`config.mk`:
```
export PLATFORM = sky130hd
export DESIGN_NAME = tdc_uart_tx
export DESIGN_NICKNAME = d
export VERILOG_FILES = /design/src/rtl/tdc_uart_tx.sv
export SDC_FILE = /design/constraint.sdc
export NUM_CORES = 1
export LEC_CHECK = 0
export CAP_MARGIN = 20
export CORE_AREA = 2 2 83 93
export DETAILED_ROUTE_END_ITERATION = 7
export DIE_AREA = 0 0 85 95
export GPL_ROUTABILITY_DRIVEN = 0
export SLEW_MARGIN = 0
export SYNTH_ARGS = -nofsm -noshare
export SYNTH_HDL_FRONTEND = slang
export SYNTH_SLANG_ARGS = --single-unit
```
`constraint.sdc`:
```
create_clock -name clk -period 2.2 [get_ports clk]
set_input_delay 0.44 -clock clk [delete_from_list [all_inputs] [get_ports clk]]
set_output_delay 0.44 -clock clk [all_outputs]
set_load 0.02 [all_outputs]
```
`src/rtl/tdc_uart_tx.sv`:
```
// Serial result transmitter: snapshots the TDC thermometer word and sends it as
// a burst of UART 8N1 frames (header byte, then payload bytes, LSB byte first).
module tdc_uart_tx #(
    parameter int         num_stages   = 10,
    parameter int         clks_per_bit = 868,
    parameter logic [7:0] header_byte  = 8'hA5
) (
    input  logic                  clk,
    input  logic                  reset,
    input  logic [num_stages-1:0] stage_delays,
    input  logic                  send,
    output logic                  tx,
    output logic                  busy,
    output logic                  done
);

    localparam int NBYTES = (num_stages + 7) / 8;
    localparam int PW     = 8 * NBYTES;
    localparam int TW     = $clog2(clks_per_bit);
    localparam int BYW    = $clog2(NBYTES + 1);
    localparam logic [TW-1:0]  TIMER_LAST = TW'(clks_per_bit - 1);
    localparam logic [BYW-1:0] BYTE_LAST  = BYW'(NBYTES);

    typedef enum logic [1:0] {
        IDLE  = 2'd0,
        START = 2'd1,
        DATA  = 2'd2,
        STOP  = 2'd3
    } state_t;

    state_t         state_r, state_s;
    logic [TW-1:0]  timer_r, timer_s;
    logic [2:0]     bit_idx_r, bit_idx_s;
    logic [BYW-1:0] byte_idx_r, byte_idx_s;
    logic [7:0]     shift_r, shift_s;
    logic [PW-1:0]  payload_r, payload_s;
    logic           finish_s;
    logic           timer_end_s;
    logic           tx_s, busy_s, done_s;
    logic           tx_r, busy_r, done_r;

    // State, datapath and output registers; outputs are loaded from the
    // next-state values so they change on the same edge as the state.
    always_ff @(posedge clk) begin
        if (reset) begin
            state_r    <= IDLE;
            timer_r    <= '0;
            bit_idx_r  <= 3'd0;
            byte_idx_r <= '0;
            shift_r    <= 8'd0;
            payload_r  <= '0;
            tx_r       <= 1'b1;
            busy_r     <= 1'b0;
            done_r     <= 1'b0;
        end else begin
            state_r    <= state_s;
            timer_r    <= timer_s;
            bit_idx_r  <= bit_idx_s;
            byte_idx_r <= byte_idx_s;
            shift_r    <= shift_s;
            payload_r  <= payload_s;
            tx_r       <= tx_s;
            busy_r     <= busy_s;
            done_r     <= done_s;
        end
    end

    // Next-state and datapath sequencing through header and payload frames.
    always_comb begin
        state_s     = state_r;
        timer_s     = timer_r;
        bit_idx_s   = bit_idx_r;
        byte_idx_s  = byte_idx_r;
        shift_s     = shift_r;
        payload_s   = payload_r;
        finish_s    = 1'b0;
        timer_end_s = (timer_r == TIMER_LAST);
        case (state_r)
            IDLE: begin
                if (send) begin
                    state_s    = START;
                    timer_s    = '0;
                    bit_idx_s  = 3'd0;
                    byte_idx_s = '0;
                    shift_s    = header_byte;
                    payload_s  = PW'(stage_delays);
                end else begin
                    state_s = IDLE;
                end
            end
            START: begin
                if (timer_end_s) begin
                    timer_s   = '0;
                    bit_idx_s = 3'd0;
                    state_s   = DATA;
                end else begin
                    timer_s = timer_r + TW'(1'b1);
                end
            end
            DATA: begin
                if (timer_end_s) begin
                    timer_s = '0;
                    if (bit_idx_r == 3'd7) begin
                        state_s = STOP;
                    end else begin
                        bit_idx_s = bit_idx_r + 3'd1;
                        shift_s   = {1'b0, shift_r[7:1]};
                    end
                end else begin
                    timer_s = timer_r + TW'(1'b1);
                end
            end
            STOP: begin
                if (timer_end_s) begin
                    timer_s = '0;
                    if (byte_idx_r == BYTE_LAST) begin
                        state_s  = IDLE;
                        finish_s = 1'b1;
                    end else begin
                        // Payload is consumed low byte first by shifting right.
                        shift_s    = payload_r[7:0];
                        payload_s  = payload_r >> 4'd8;
                        byte_idx_s = byte_idx_r + BYW'(1'b1);
                        state_s    = START;
                    end
                end else begin
                    timer_s = timer_r + TW'(1'b1);
                end
            end
            default: begin
                state_s = IDLE;
            end
        endcase
    end

    // Output decode from the upcoming state, registered above.
    always_comb begin
        tx_s   = 1'b1;
        busy_s = (state_s != IDLE);
        done_s = finish_s;
        case (state_s)
            IDLE:    tx_s = 1'b1;
            START:   tx_s = 1'b0;
            DATA:    tx_s = shift_s[0];
            STOP:    tx_s = 1'b1;
            default: tx_s = 1'b1;
        endcase
    end

    assign tx   = tx_r;
    assign busy = busy_r;
    assign done = done_r;

endmodule
```
---- Yosys cells after proc, flatten, opt, wreduce, memory -nomap -nowiden ----
Cells that the tools add are included.
W data, S select, Z words.
cells by class
  equality and inequality tests ........... 15
  reduce and logical (&&, ||, !) cells .... 12
  add/subtract/negate cells ............... 3
  bitwise logic cells ..................... 2
  mux-type cells .......................... 31
operators with widths
  kind                     count
  $mux W16                 3
  $mux W8                  5
  $pmux W16 S2             1
  $pmux W8 S3              1
  $mux W10                 2
  $pmux W10 S2             1
  $mux W2                  7
  $mux W3                  4
  $ne A2 B2 Y1 const B     6
  $add A10 B1 Y10 const B  1
  $eq A10 B10 Y1 const B   1
  $eq A2 B2 Y1 const B     5
  $pmux W3 S3              1
  $pmux W2 S4              1
  $reduce_and A6 Y1        1
  $reduce_bool A3 Y1       2
  $reduce_or A3 Y1         2
  $reduce_and A5 Y1        1
  $eq A2 B1 Y1 const B     2
  $logic_not A2 Y1         2
  $pmux W2 S2              1
  $reduce_and A4 Y1        1
  $reduce_bool A2 Y1       2
  $add A3 B1 Y3 const B    1
  6 further kinds          9
storage, ports and cells
  bits in registers ....................... 44
  output and inout bits ................... 3
  logic and storage cells ................. 73

---- Depth between registers and ports, before layout ----
  depth in word-level cells ............... 7
  mapped depth ............................ 11
  depth with buffers taken out ............ 10

---- Least setup slack after synthesis ----
No wires, ideal clock.
  path type ............................... flip-flop to flip-flop
  start ................................... register timer_r[0]
  end ..................................... register tx_r, in the netlist tx
  cell stages (with the launch flop) ...... 8
  library setup time ...................... 96 ps
  arrival ................................. 2095 ps
  slack ................................... 10 ps
  cells stage by stage .................... dfxtp_1 -> ha_1 -> nor4b_4 -> a31oi_1 -> o31ai_1 -> inv_1 -> ha_1 -> o41ai_2
between the ends
  word-level cells in the longest chain between the ends .. 6
  elaborated cells between the ends (all ways) .. 14
  classes of those cells .................. eq/ne (4); mux (8); reduce/logical (2)
ends and longest elaborated chain
  element                                           line          text
  from (decl)                                       32            logic [TW-1:0] timer_r, timer_s;
  from (signal assigned)                            57            timer_r <= timer_s;
  $eq A10 B10 Y1 *                                  77            timer_end_s = (timer_r == TIMER_LAST);
  $mux W2 (on tied branches)                        114, 101, 92
  $pmux W2 S4 *                                     78            case (state_r)
  net state_s[0]                                    31            state_t state_r, state_s;
  $eq A2 B2 Y1 or $logic_not A2 Y1 (tied branches)  141           case (state_s)
  $reduce_or A2 Y1 (no source line)                 -
  $pmux W1 S3 *                                     141
  to (signal assigned)                              62            tx_r <= tx_s;
  to (decl)                                         40            logic tx_r, busy_r, done_r;
Mark *: on every way through the listed nets, which the timed path passes. The rest lies on a longest branch. The select of a mux whose other input is x is not followed.
A chain may end at the register's enable or synchronous reset.

---- Worst setup path in the final report ----
  start ................................... register timer_r[0]
  end ..................................... register tx_r, in the netlist tx
between the ends
  word-level cells in the longest chain between the ends .. 6
  elaborated cells between the ends (all ways) .. 14
  classes of those cells .................. eq/ne (4); mux (8); reduce/logical (2)
ends and longest elaborated chain
  element                                           line
  $eq A10 B10 Y1 *                                  77
  $mux W2 (on tied branches)                        114, 101, 92
  $pmux W2 S4                                       78
  $eq A2 B2 Y1 or $logic_not A2 Y1 (tied branches)  141
  $reduce_or A2 Y1 (no source line)                 -
  $pmux W1 S3 *                                     141
Mark *: on every way between the ends. The rest lies on a longest branch, timed or not. The select of a mux whose other input is x is not followed.

==> impl_results.md <==
* Period utilization at 95.4%
* Clock latency on the worst-skew pair at 0.29 ns
* FILL cells at 734
* IO buf count at 15
* I/O pins at 16
* DRC errors left at 0
* Post-CTS Setup Repair Bufs at 0
* Async SR Flop Fraction at 0%
* Worst min path class: reg2reg
* Data required, critical path at 2.38 ns
* First-pass GRT wire length at 8720 µm
* Clock buffer depth at 2
* Setup TNS at 0 ns
* Starting DRC count in detailed routing at 85
* Least-Margin Pin Slew at 0.481 ns
* Gr usage total at 13.4%
* Final setup vio count at 0
* Hold WS at 0.476 ns
* Synth Register Bits at 38
* Num CTS Buffers at 5
* Fmax at 0.476 GHz
* Arrival time worst endpoint at 2.28 ns
* HPWL after DPL at 3670 µm
* FP Rows at 33
* Max Slew Vio Count at 0
* Multi-input logic area at 1220 µm²
* CTS root buf: clkbuf_8
* Final Util at 35.6%
* Maxcap violations at 0
* Sequential area share after synthesis at 36.6%
* Post-synth EDFFs at 0
* Syn Inst Count at 240
* CTS tree: built
* Skew final at 0.00561 ns
* Initial Util at 28.8%
* Hold Vio Cnt, Final at 0
* Post-synth net total at 260
* Power consumption at 0.00140 W
* Antenna cells at 0
* Netlist cell types at 55
* Peak VDD IR at 0.213 mV
* H-tree Lvls at 2
* Layout Area Growth over Synthesis at 23.6%
* Cell area after layout at 2570 µm²
* Synth Cell Area at 2080 µm²
* Sequential cell area at 762 µm²
* Nets at 289
* Core area at 7230 µm²
* Remaining antenna violation count at 0
* Post-Route WL at 5110 µm
* # clock sinks at 38
* Critical path peak fanout at 4
* Number of global-route vias before repair at 1865
* DRT Pass-1 Iters at 4
* Largest net degree at the start of global routing at 26
* Power density cells at 544 nW/µm²
* Clock slew at reported path FFs at 0.07 ns
* Die area at 8080 µm²
* Initial antenna violation count at 0
* Syn Area/Cell at 8.66 µm²
* Die Width at 85 µm
* Synth Flop Type: dfxtp_1
* Placed Area at 2450 µm²
* Crit Path Category: reg2reg
* DR vias at 1918
* Vias/cell at 5.39
* Layout cells sized above 1 at 18.6%
* Min Tclk post-route at 2.10 ns
* Relative slew slack at 67.7%
* P_leak at 0.934 nW
* Per-cell routed wire length at 14.4 µm
* CP Capture Type: flip-flop
* Nature of the critical path startpoint: flip-flop
* Status: finished, final reports clean
* Global route overflow at 0
* Synth warnings at 0
* Die height at 95 µm
==> area by class of cell <==
class / count / share of cell area (%)
repair buffers: 39 / 13.3
inverters: 15 / 2.19
clock inverters: 2 / 0.389
multi-input cells: 170 / 47.5
flip-flops and latches: 38 / 29.6
well taps: 87 / 4.23
clock buffers: 5 / 2.68
==> worst max-delay path: stages, from the launching register on <==
cell and delay, ns:
dfxtp_1 0.34, ha_2 0.19, or4b_4 0.53, nor4_4 0.28, o31ai_2 0.12, ha_1 0.29, nor2_1 0.04, nor2_1 0.11
o41ai_2 0.08
==> repair_timing <==
action | CTS | global route
hold buffers | 0 | 0
setup endpoints to repair | 0 | 1
hold endpoints to repair | 0 | 0
gates resized for setup | 0 | 7
==> synthesized netlist by cell type (4+ instances only) <==
master | number | share of area (%)
o32a_1 | 4 | 1.9
ha_1 | 7 | 4.2
dfxtp_1 | 38 | 37
nor2_1 | 15 | 2.7
a21oi_1 | 18 | 4.3
a31oi_1 | 5 | 1.5
nand2_1 | 17 | 3.1
o32ai_1 | 4 | 1.7
clkbuf_1 | 11 | 2.0
inv_1 | 14 | 2.5
or3_1 | 4 | 1.2
nand4_1 | 11 | 3.3
mux2i_1 | 6 | 2.9
nor3_1 | 6 | 1.4
o21ai_0 | 15 | 3.6
==> final timing paths <==
path,start,to,slack (ns),cells after the start
setup reg to reg,timer_r[0]$_SDFFE_PP0N_,tx$_SDFF_PP1_,0.10,8
hold reg to reg,payload_r[7]$_SDFFE_PP0P_,payload_r[7]$_SDFFE_PP0P_,0.48,2
setup / recovery,timer_r[0]$_SDFFE_PP0N_,tx$_SDFF_PP1_,0.10,8
hold / removal,payload_r[7]$_SDFFE_PP0P_,payload_r[7]$_SDFFE_PP0P_,0.48,2
==> where the power goes <==
part	switching [W]	internal, W	total, W
Sequential	0.0000137	0.000714	0.000728
Clock	0.000246	0.000213	0.000459
Combinational	0.000112	0.0000999	0.000212
Total	0.000372	0.00103	0.00140
==> through the flow <==
stage | setup WS [ns] | std cells
after floorplan | 0.00973 | 240
after global placement | 0.103 | 349
after detailed placement | 0.0306 | 349
after global routing | -0.000631 | 356
final | 0.100 | 356
after CTS | 0.0134 | 356
==> cells in the final DEF, fill, tap and decap left out, types with 6 or more instances in the layout <==
master | netlist | routed
ha_1 | 7 | 6
nand2_1 | 17 | 17
nor2_1 | 15 | 15
a21oi_1 | 18 | 18
inv_1 | 14 | 14
nand4_1 | 11 | 11
o21ai_0 | 15 | 15
buf_4 | 3 | 23
mux2i_1 | 6 | 6
dfxtp_1 | 38 | 37
clkdlybuf4s50_1 | 0 | 15
nor3_1 | 6 | 6
==> kinds of logic after synthesis <==
kind of cell	synth area share, %
flip-flops	36.6
XOR/XNOR	0.843
AO/OA/AOI/OAI	25.4
adder cells (fa/ha/maj)	4.21
buffers and inverters	6.50
multiplexers	2.89
AND/OR/NAND/NOR	23.6
==> sequential cells by signal (all words and copies together), names as in the netlist <==
signal      flops
tx              1
payload_r      10
bit_idx_r       3
timer_r        10
byte_idx_r      2
busy            1
done            1
state_r         2
shift_r         8
==> layer usage <==
metal / wire [µm] / global-route usage (%)
met5: 0 / 0
met4: 51 / 4.76
met2: 2560 / 23.0
met3: 142 / 2.62
met1: 2360 / 16.5
No activity file was read; power rests on OpenSTA's default activity.
